[src/rtl/avalon_burst_arbiter.sv]
// Two-requester round-robin arbiter sharing one Avalon-MM burst port.
// The grant is held until the last read beat returns or the last write beat is accepted.
module avalon_burst_arbiter #(
   parameter int ADDR_W  = 32,
   parameter int DATA_W  = 32,
   parameter int BURST_W = 5
) (
   input  logic               clk,
   input  logic               resetn,
   input  logic [ADDR_W-1:0]  r0_address,
   input  logic               r0_read,
   input  logic               r0_write,
   input  logic [DATA_W-1:0]  r0_writedata,
   input  logic [BURST_W-1:0] r0_burstcount,
   output logic               r0_waitrequest,
   output logic [DATA_W-1:0]  r0_readdata,
   output logic               r0_readdatavalid,
   input  logic [ADDR_W-1:0]  r1_address,
   input  logic               r1_read,
   input  logic               r1_write,
   input  logic [DATA_W-1:0]  r1_writedata,
   input  logic [BURST_W-1:0] r1_burstcount,
   output logic               r1_waitrequest,
   output logic [DATA_W-1:0]  r1_readdata,
   output logic               r1_readdatavalid,
   output logic [ADDR_W-1:0]  av_address,
   output logic               av_read,
   output logic               av_write,
   output logic [DATA_W-1:0]  av_writedata,
   output logic [BURST_W-1:0] av_burstcount,
   output logic               av_beginbursttransfer,
   input  logic               av_waitrequest,
   input  logic [DATA_W-1:0]  av_readdata,
   input  logic               av_readdatavalid
);

   typedef enum logic [1:0] {
      IDLE,
      RD_CMD,
      RD_DATA,
      WR
   } state_t;

   state_t             state;
   state_t             state_nx;
   logic               grant;
   logic               grant_nx;
   logic [BURST_W-1:0] cnt;
   logic [BURST_W-1:0] cnt_nx;
   logic               first;
   logic               first_nx;
   logic [ADDR_W-1:0]  addr_q;
   logic [ADDR_W-1:0]  addr_nx;
   logic [BURST_W-1:0] bc_q;
   logic [BURST_W-1:0] bc_nx;

   logic               req0;
   logic               req1;
   logic               win;
   logic               w_read;
   logic [ADDR_W-1:0]  w_address;
   logic [BURST_W-1:0] w_burstcount;

   logic               g_read;
   logic               g_write;
   logic [ADDR_W-1:0]  g_address;
   logic [DATA_W-1:0]  g_writedata;
   logic [BURST_W-1:0] g_burstcount;

   assign req0 = r0_read | r0_write;
   assign req1 = r1_read | r1_write;

   // grant holds the last winner, so on a tie the other side goes next
   assign win = (req0 & req1) ? ~grant : req1;

   assign w_read       = win ? r1_read       : r0_read;
   assign w_address    = win ? r1_address    : r0_address;
   assign w_burstcount = win ? r1_burstcount : r0_burstcount;

   assign g_read       = grant ? r1_read       : r0_read;
   assign g_write      = grant ? r1_write      : r0_write;
   assign g_address    = grant ? r1_address    : r0_address;
   assign g_writedata  = grant ? r1_writedata  : r0_writedata;
   assign g_burstcount = grant ? r1_burstcount : r0_burstcount;

   assign r0_readdata = av_readdata;
   assign r1_readdata = av_readdata;

   always_ff @(posedge clk or negedge resetn) begin
      if (!resetn) begin
         state  <= IDLE;
         grant  <= 1'b1;
         cnt    <= '0;
         first  <= 1'b0;
         addr_q <= '0;
         bc_q   <= '0;
      end else begin
         state  <= state_nx;
         grant  <= grant_nx;
         cnt    <= cnt_nx;
         first  <= first_nx;
         addr_q <= addr_nx;
         bc_q   <= bc_nx;
      end
   end

   always_comb begin
      state_nx              = state;
      grant_nx              = grant;
      cnt_nx                = cnt;
      first_nx              = 1'b0;
      addr_nx               = addr_q;
      bc_nx                 = bc_q;
      av_address            = '0;
      av_read               = 1'b0;
      av_write              = 1'b0;
      av_writedata          = '0;
      av_burstcount         = '0;
      av_beginbursttransfer = 1'b0;
      r0_waitrequest        = 1'b1;
      r1_waitrequest        = 1'b1;
      r0_readdatavalid      = 1'b0;
      r1_readdatavalid      = 1'b0;

      unique case (state)
         IDLE: begin
            if (req0 | req1) begin
               grant_nx = win;
               addr_nx  = w_address;
               bc_nx    = w_burstcount;
               first_nx = 1'b1;
               // a zero burstcount still moves one beat
               if (w_burstcount == '0) begin
                  cnt_nx = BURST_W'(1);
               end else begin
                  cnt_nx = w_burstcount;
               end
               state_nx = w_read ? RD_CMD : WR;
            end
         end

         RD_CMD: begin
            av_read               = g_read;
            av_address            = g_address;
            av_burstcount         = g_burstcount;
            av_writedata          = g_writedata;
            av_beginbursttransfer = first;
            if (grant) begin
               r1_waitrequest = av_waitrequest;
            end else begin
               r0_waitrequest = av_waitrequest;
            end
            if (g_read && !av_waitrequest) begin
               state_nx = RD_DATA;
            end
         end

         RD_DATA: begin
            if (grant) begin
               r1_readdatavalid = av_readdatavalid;
            end else begin
               r0_readdatavalid = av_readdatavalid;
            end
            if (av_readdatavalid) begin
               cnt_nx = cnt - 1'b1;
               if (cnt == BURST_W'(1)) begin
                  state_nx = IDLE;
               end
            end
         end

         WR: begin
            // address and length stay as captured at the first beat
            av_write              = g_write;
            av_writedata          = g_writedata;
            av_address            = addr_q;
            av_burstcount         = bc_q;
            av_beginbursttransfer = first;
            if (grant) begin
               r1_waitrequest = av_waitrequest;
            end else begin
               r0_waitrequest = av_waitrequest;
            end
            if (g_write && !av_waitrequest) begin
               cnt_nx = cnt - 1'b1;
               if (cnt == BURST_W'(1)) begin
                  state_nx = IDLE;
               end
            end
         end

         default: begin
            state_nx = IDLE;
         end
      endcase
   end

endmodule

[config.mk]
export PLATFORM = sky130hd
export DESIGN_NAME = avalon_burst_arbiter
export DESIGN_NICKNAME = d
export VERILOG_FILES = /design/src/rtl/avalon_burst_arbiter.sv
export SDC_FILE = /design/constraint.sdc
export NUM_CORES = 1
export LEC_CHECK = 0
export CAP_MARGIN = 20
export CORE_AREA = 3 3 123 125
export CTS_BUF_LIST = sky130_fd_sc_hd__clkbuf_4 sky130_fd_sc_hd__clkbuf_8
export DETAILED_ROUTE_END_ITERATION = 10
export DIE_AREA = 0 0 126 128
export GPL_TIMING_DRIVEN = 1
export PLACE_DENSITY = 0.72
export RECOVER_POWER = 50
export SYNTH_ARGS = -nofsm -noshare
export SYNTH_HDL_FRONTEND = slang
export SYNTH_SLANG_ARGS = --single-unit
export TNS_END_PERCENT = 1
[constraint.sdc]
create_clock -name clk -period 3.26 [get_ports clk]
set_clock_uncertainty 0.15 [all_clocks]
set_input_delay 0.652 -clock clk [delete_from_list [all_inputs] [get_ports clk]]
set_output_delay 0.652 -clock clk [all_outputs]
set_load 0.02 [all_outputs]
==> impl_metrics.py <==
metrics = {
    "floorplanning": {
        "initial_core_util": 0.3088,
        "die-area_um2": 16130,
        "num_rows": 43,
        "die_h_um": 128,
        "boundaryPins": 318,
        "die_x_um": 126,
        "coreArea_um2": 13990,
    },
    "status": {
        "status": "finished clean",
    },
    "synth": {
        "synth.most_common_cell": "nor2_1",
        "synth_top_family_by_area": "multiplexers",
        "synth.area.mux_share": 0.2445,
        "synth_cell_types": 47,
        "syn_nets": 728,
        "synth-adder-area-share": 0.005794,
        "synthXorXnorAreaFrac": 0,
        "synth_cells": 548,
        "synth_enable_flop_cells": 0,
        "async_flop_share": 1.000,
        "synthFlopType": "dfrtp_1",
        "netlist_top_cells_count": "nor2_1, mux2i_1, buf_4",
        "synth-simple-area-share": 0.1727,
        "netlist.area_leader.share": 0.2607,
        "syn-mean-instance-area_um2": 7.882,
        "synth_compound_area_frac": 0.1451,
        "ys_seq_area_frac": 0.2668,
        "synth_area_leaders": "dfrtp_1, mux2i_1, buf_4",
        "netlist_area_um2": 4319,
        "ys_warn_count": 0,
        "synth_top_area_cell": "dfrtp_1",
        "synth_seq_cells": 46,
    },
    "worst_setup_path": {
        "reg2regPathDepth": 6,
        "critical_path.slowest_cell": "dfstp_4",
        "worst_ep_required_time_ns": 2.46,
        "critPathMaxFanout": 14,
        "crit_path_cell_trace": "buf_4 > mux2i_1 > nor2_1 > a21oi_1 > nor2_1 > clkdlybuf4s50_1",
        "crit_type": "reg -> out",
        "cp_common_cell": "nor2_1",
        "start_kind": "flop",
        "crit_arrival_ns": 2.33,
        "end_kind": "primary output",
        "slowest_delay_ns": 0.78,
    },
    "hold_path": {
        "holdPathStages": 2,
        "hold_class": "reg -> reg",
    },
    "timing": {
        "whs_ns": 0.3372,
        "rsz0062_at_grt": "false",
        "finalWorstSetupSlack_ns": 0.1269,
        "tns_ns": 0,
        "finalHoldViolCount": 0,
        "setup_viol": 0,
        "max_freq_ghz": 0.3192,
        "slew_headroom": 0.2078,
        "layout_min_cycle_time_ns": 3.133,
        "max_slew.worst_pin.slew_ns": 1.188,
        "fin_crit_sh": 0.9611,
        "slew_viol_final": 0,
    },
    "clock_network": {
        "cts_buffers": 5,
        "cts_tree": "built",
        "cts_root_buffer": "clkbuf_8",
        "clkLatencyLatePin_ns": 0.30,
        "cts_buffer_depth": 2,
        "htreeDepth": 2,
        "cts.sinks": 46,
        "cts.reportedPaths.clkPinSlew_ns": 0.09,
    },
    "drt": {
        "dr.pass1.iters": 5,
        "route.detailed.drc": 0,
        "drtAntennaViolNets": 0,
        "wirelength_um": 14440,
        "routed_via_density": 4.875,
        "first_iter_violations": 130,
        "dr_total_vias": 4290,
        "wl_per_cell_um": 16.41,
    },
    "pwr": {
        "vdd_drop_max_uv": 360.4,
        "p_seq_frac": 0.193,
        "leakage_nw": 2.754,
        "powerDensity_nw_per_um2": 881.7,
        "p_sw_mw": 2.629,
        "power_mw": 5.643,
        "pwr-share-comb": 0.744,
        "pwr-share-clk": 0.063,
        "internal_power_mw": 3.014,
        "sw_frac_of_total": 0.4659,
    },
    "place": {
        "place_ws_ns": 0.2310,
        "portBuffers": 221,
        "dpl.hpwl_um": 11380,
        "place.gp.congestion": 0.8359,
    },
    "grt": {
        "grt_pass1_vias": 4184,
        "grt_pass1_wl_um": 22450,
        "overflow": 0,
        "grt_max_degree": 63,
        "grt_use_total": 0.1697,
        "antenna_found_initial": 0,
    },
    "cells_and_area": {
        "areaGrowthSynthToFinish_pct": 48.18,
        "nets": 880,
        "layout-drive-gt1-share": 0.06286,
        "antenna_cells": 0,
        "fillers": 1384,
    },
    "flow_run": {
        "cap_violations": 0,
    },
}
-- registers in the layout, indices dropped and copies added, names as in the netlist --
register  cells
addr_q       32
bc_q          5
cnt           5
state         2
first         1
grant         1
-- layer usage --
layer | part of all wire | GRT usage | wire (um) | up-vias
met4 | 0.0059 | 0.02587 | 85 | 0
li1 | - | - | - | 2130
met2 | 0.51 | 0.3052 | 7403 | 188
met3 | 0.079 | 0.04667 | 1137 | 8
met5 | 0 | 0 | 0 | -
met1 | 0.40 | 0.2069 | 5818 | 1964
-- placed cells by master (no fill, tap or decap), types with 8 or more instances in the layout --
cell,Yosys,routed
nor2_1,117,117
mux2i_1,104,104
o21ai_1,10,10
clkdlybuf4s50_1,0,218
buf_4,69,19
a21oi_1,39,39
nand2_1,36,37
nand3_1,8,8
dfrtp_1,45,44
o21ai_0,32,32
-- critical path, delay by kind of cell (launching register included) --
kind            cells  cell delay (ns)
simple gates        2             0.12
buf+inv             2             0.80
compound gates      1             0.12
flops               1             0.78
mux                 1             0.20
-- path summary, 6_finish.rpt --
path	endpoint	slack [ns]	from
worst min register to register	addr_q[23]$_DFFE_PN0P_	0.34	addr_q[23]$_DFFE_PN0P_
worst min-delay path	addr_q[23]$_DFFE_PN0P_	0.34	addr_q[23]$_DFFE_PN0P_
max in group asynchronous	state[1]$_DFFE_PN0P_	1.65	resetn
min in group asynchronous	addr_q[1]$_DFFE_PN0P_	0.52	resetn
worst max register to register	cnt[0]$_DFFE_PN0P_	0.97	grant$_DFFE_PN1P_
worst max-delay path	av_address[16]	0.13	grant$_DFFE_PN1P_
-- cell type report --
class                   instances  area (um2)  share of cell area
clock buffers                   6       76.32             0.01193
multi-input cells             394        2442              0.3816
well taps                     180       225.2             0.03519
clock inverters                 1       7.507            0.001173
repair buffers                246        2465              0.3851
flip-flops and latches         46        1157              0.1808
inverters                       7       26.28            0.004106
-- what timing repair did --
action,4_1_cts,5_1_grt
setup buffers,1,7
hold buffers,0,0
resized for setup,0,1
setup endpoints to repair,23,13
-- power groups by stage --
stage	sequential (mW)	clock, mW	combinational [mW]
floorplan	0.978	0	2.75
global placement	1.14	0	4.04
detailed placement	1.15	0	4.08
CTS	1.11	0.370	4.17
global route	1.13	0.389	4.59
finish	1.09	0.355	4.20
-- stage by stage --
step / cell area (um2) / util / instances
final: 6400 / 0.4575 / 880
after CTS: 6346 / 0.4537 / 873
after global placement: 6235 / 0.4457 / 865
after global routing: 6400 / 0.4575 / 880
after detailed placement: 6235 / 0.4457 / 865
after floorplan: 4319 / - / 548
-- kinds of logic after synthesis --
family                     Yosys count
adders and majority gates            2
buffers and inverters              108
AOI/OAI and AO/OA                  107
DFF                                 46
muxes                              105
and+or+nand+nor                    180
Power figures use the tool's default switching activity.
==> RTL edit 1: new RTL, same settings <==
Set the parameter `DATA_W` to 64 (it was 32).
--- a/src/rtl/avalon_burst_arbiter.sv
+++ b/src/rtl/avalon_burst_arbiter.sv
@@ -2,7 +2,7 @@
 // The grant is held until the last read beat returns or the last write beat is accepted.
 module avalon_burst_arbiter #(
    parameter int ADDR_W  = 32,
-   parameter int DATA_W  = 32,
+   parameter int DATA_W  = 64,
    parameter int BURST_W = 5
 ) (
    input  logic               clk,
Interface: changed (6 resized); port bits go from 318 to 510. The function was not compared with the original's and may differ.
==> RTL edit 1 against the original RTL <==
  * The run now fails in I/O pin placement
  * Synthesized area increased by 22%
==> RTL edit 1: results (changes against the original RTL) <==
syn_nets=959 (+32%); FP Rows=43 (unchanged); First Error=[ERROR PPL-0024] Number of IO pins (510) exceeds maximum number of available positions (450). Increase the die perimeter from 508.00um to 693.60um.; Synth Warn #=0 (unchanged); Synth Register Bits=46 (unchanged); Avg Cell Area, Syn=7.729 µm² (-1.9%); Async SR Flop Fraction=1.000 (unchanged); Commonest cells post-synth=nor2_1, mux2i_1, buf_4; Area contributors post-synth=mux2i_1, dfrtp_1, buf_4, nor2_1, a21oi_1; most used flip-flop cell after synthesis=dfrtp_1; post-synthesis sequential area ratio=0.2183 (-0.04850); Halt Stage=I/O pin placement; outcome=stopped before the end; synth unique cells=46 (-2.1%)
RTL edit 1: cell families after synthesis:
group	after synthesis	synth area share
and+or+nand+nor	212	0.1647
buffers and inverters	179	0.2316
muxes	137	0.2607
AOI/OAI and AO/OA	107	0.1199
DFF	46	0.2183
adders and majority gates	2	0.004740
==> RTL edit 2: new RTL, config.mk and constraints unchanged <==
Made on the original files. Encoding of `state_t`: now Gray code (2 bits for 4 states).
--- a/src/rtl/avalon_burst_arbiter.sv
+++ b/src/rtl/avalon_burst_arbiter.sv
@@ -35,10 +35,10 @@
 );
 
    typedef enum logic [1:0] {
-      IDLE,
-      RD_CMD,
-      RD_DATA,
-      WR
+      IDLE    = 2'b00,
+      RD_CMD  = 2'b01,
+      RD_DATA = 2'b11,
+      WR      = 2'b10
    } state_t;
 
    state_t             state;
Formal check against the unedited RTL: same outputs for any inputs over 4 cycles, from zero or initial values and one cycle with resetn low; so few cycles prove little.
==> RTL edit 2 against the original RTL <==
  * The flow now finishes with violations (capacitance limit, slew limit)
  * Synthesized area increased by 4.2%
  * Wire length shrank 3.7%
  * Cell count shrank 1.0%
  * Critical endpoint is now av_writedata[7]
  * Non-clock buffer count fell by 9
  * First-iteration DRC count is 20% higher
  * Final area rose by 1.4%
  * Sequential power fell by 5%
  * Clock power increased by 7.3%
  * Sequential cell count unchanged
  * Total power rose by 1.6%
  * Worst setup slack worse by 0.0049 ns
==> RTL edit 2: results (changes against the original RTL) <==
outcome=complete, but fails checks; failing checks=capacitance limit, slew limit; Post-DP HPWL=10970 µm (-3.6%); leakage power=0.002742 µW (-0.45%); GPL Wtd Cong=0.8223 (-1.6%); routed wl met3=835 µm (-27%); Worst VDD drop=487.3 µV (+35%); Max Cap Violations=1 (+1); vias per inst=4.815 (-1.2%); reg2reg setup slack=0.83 ns (-0.14 ns); synth unique cells=37 (-21%); layout cell share with drive strength beyond 1=0.05072 (-0.01213); # fillers=1385 (+0.072%); Critical-path top delay cell=clkdlybuf4s50_1; vias in the first global route=4336 (+3.6%); Commonest cells post-synth=mux2i_1, nand2_1, o21ai_0; Area contributors post-synth=dfrtp_1, mux2i_1, buf_4, o21ai_0, nand2_1; fin. max-slew vios=30 (+30); CP peak stage delay=0.63 ns (-0.15 ns); met1 wire length=5979 µm (+2.8%); GRT Util Overall=0.1631 (-0.006564); Worst Hold End=addr_q[25]; hold wc startpoint=addr_q[25]; Avg WL per Cell=15.97 µm (-2.7%); met2 wire len=7071 µm (-4.5%); Switching Share=0.4631 (-0.002859); met1 usage=0.2115 (+0.004606)
[RTL edit 2: layout make-up]
| type | instances | area [µm²] | share of cell area |
|---|---|---|---|
| multi-input cells | 392 | 2634 | 0.4060 |
| repair buffers | 237 | 2345 | 0.3614 |
| flip-flops and latches | 46 | 1156 | 0.1782 |
| well taps | 180 | 225.2 | 0.03472 |
| clock buffers | 7 | 90.09 | 0.01389 |
| inverters | 7 | 26.28 | 0.004050 |
| clock inverters | 1 | 8.758 | 0.001350 |
| diodes | 1 | 2.502 | 0.0003857 |
[RTL edit 2: cells by family after synthesis]
kind of cell | synth area share
compound gates | 0.1137
fa+ha+maj | 0.01947
simple gates | 0.2052
buf+inv | 0.1605
flops | 0.2561
mux | 0.2450
[RTL edit 2: what timing repair did]
action | 4_1_cts | 5_1_grt
setup endpoints to repair | 0 | 1
buffers inserted | 0 | 0
gates resized for setup | 0 | 1
[RTL edit 2: metrics by stage]
stage | hold slack [ns] | cells | util | setup WS, ns | power [µW]
after CTS | 0.3421 | 869 | 0.4648 | 0.08727 | 5845
after floorplan | 0.2064 | 548 | - | 0.9135 | 3888
after detailed placement | 0.3215 | 861 | 0.4577 | 0.2203 | 5436
after global placement | 0.3130 | 861 | 0.4577 | 0.2439 | 5350
after global routing | 0.3659 | 870 | 0.4636 | 0.006521 | 6202
final | 0.3346 | 871 | 0.4638 | 0.1220 | 5735
[RTL edit 2: how the worst max path moves through the flow]
stage                   from                to  slack [ns]  cells after the start
floorplan           state[0]    av_address[16]        0.91                      7
global placement    r0_write          av_write        0.24                      4
detailed placement  r0_write          av_write        0.22                      4
CTS                 state[0]  av_writedata[19]        0.09                      5
global route        state[1]    av_address[31]       0.007                      7
finish              state[0]   av_writedata[7]        0.12                      5
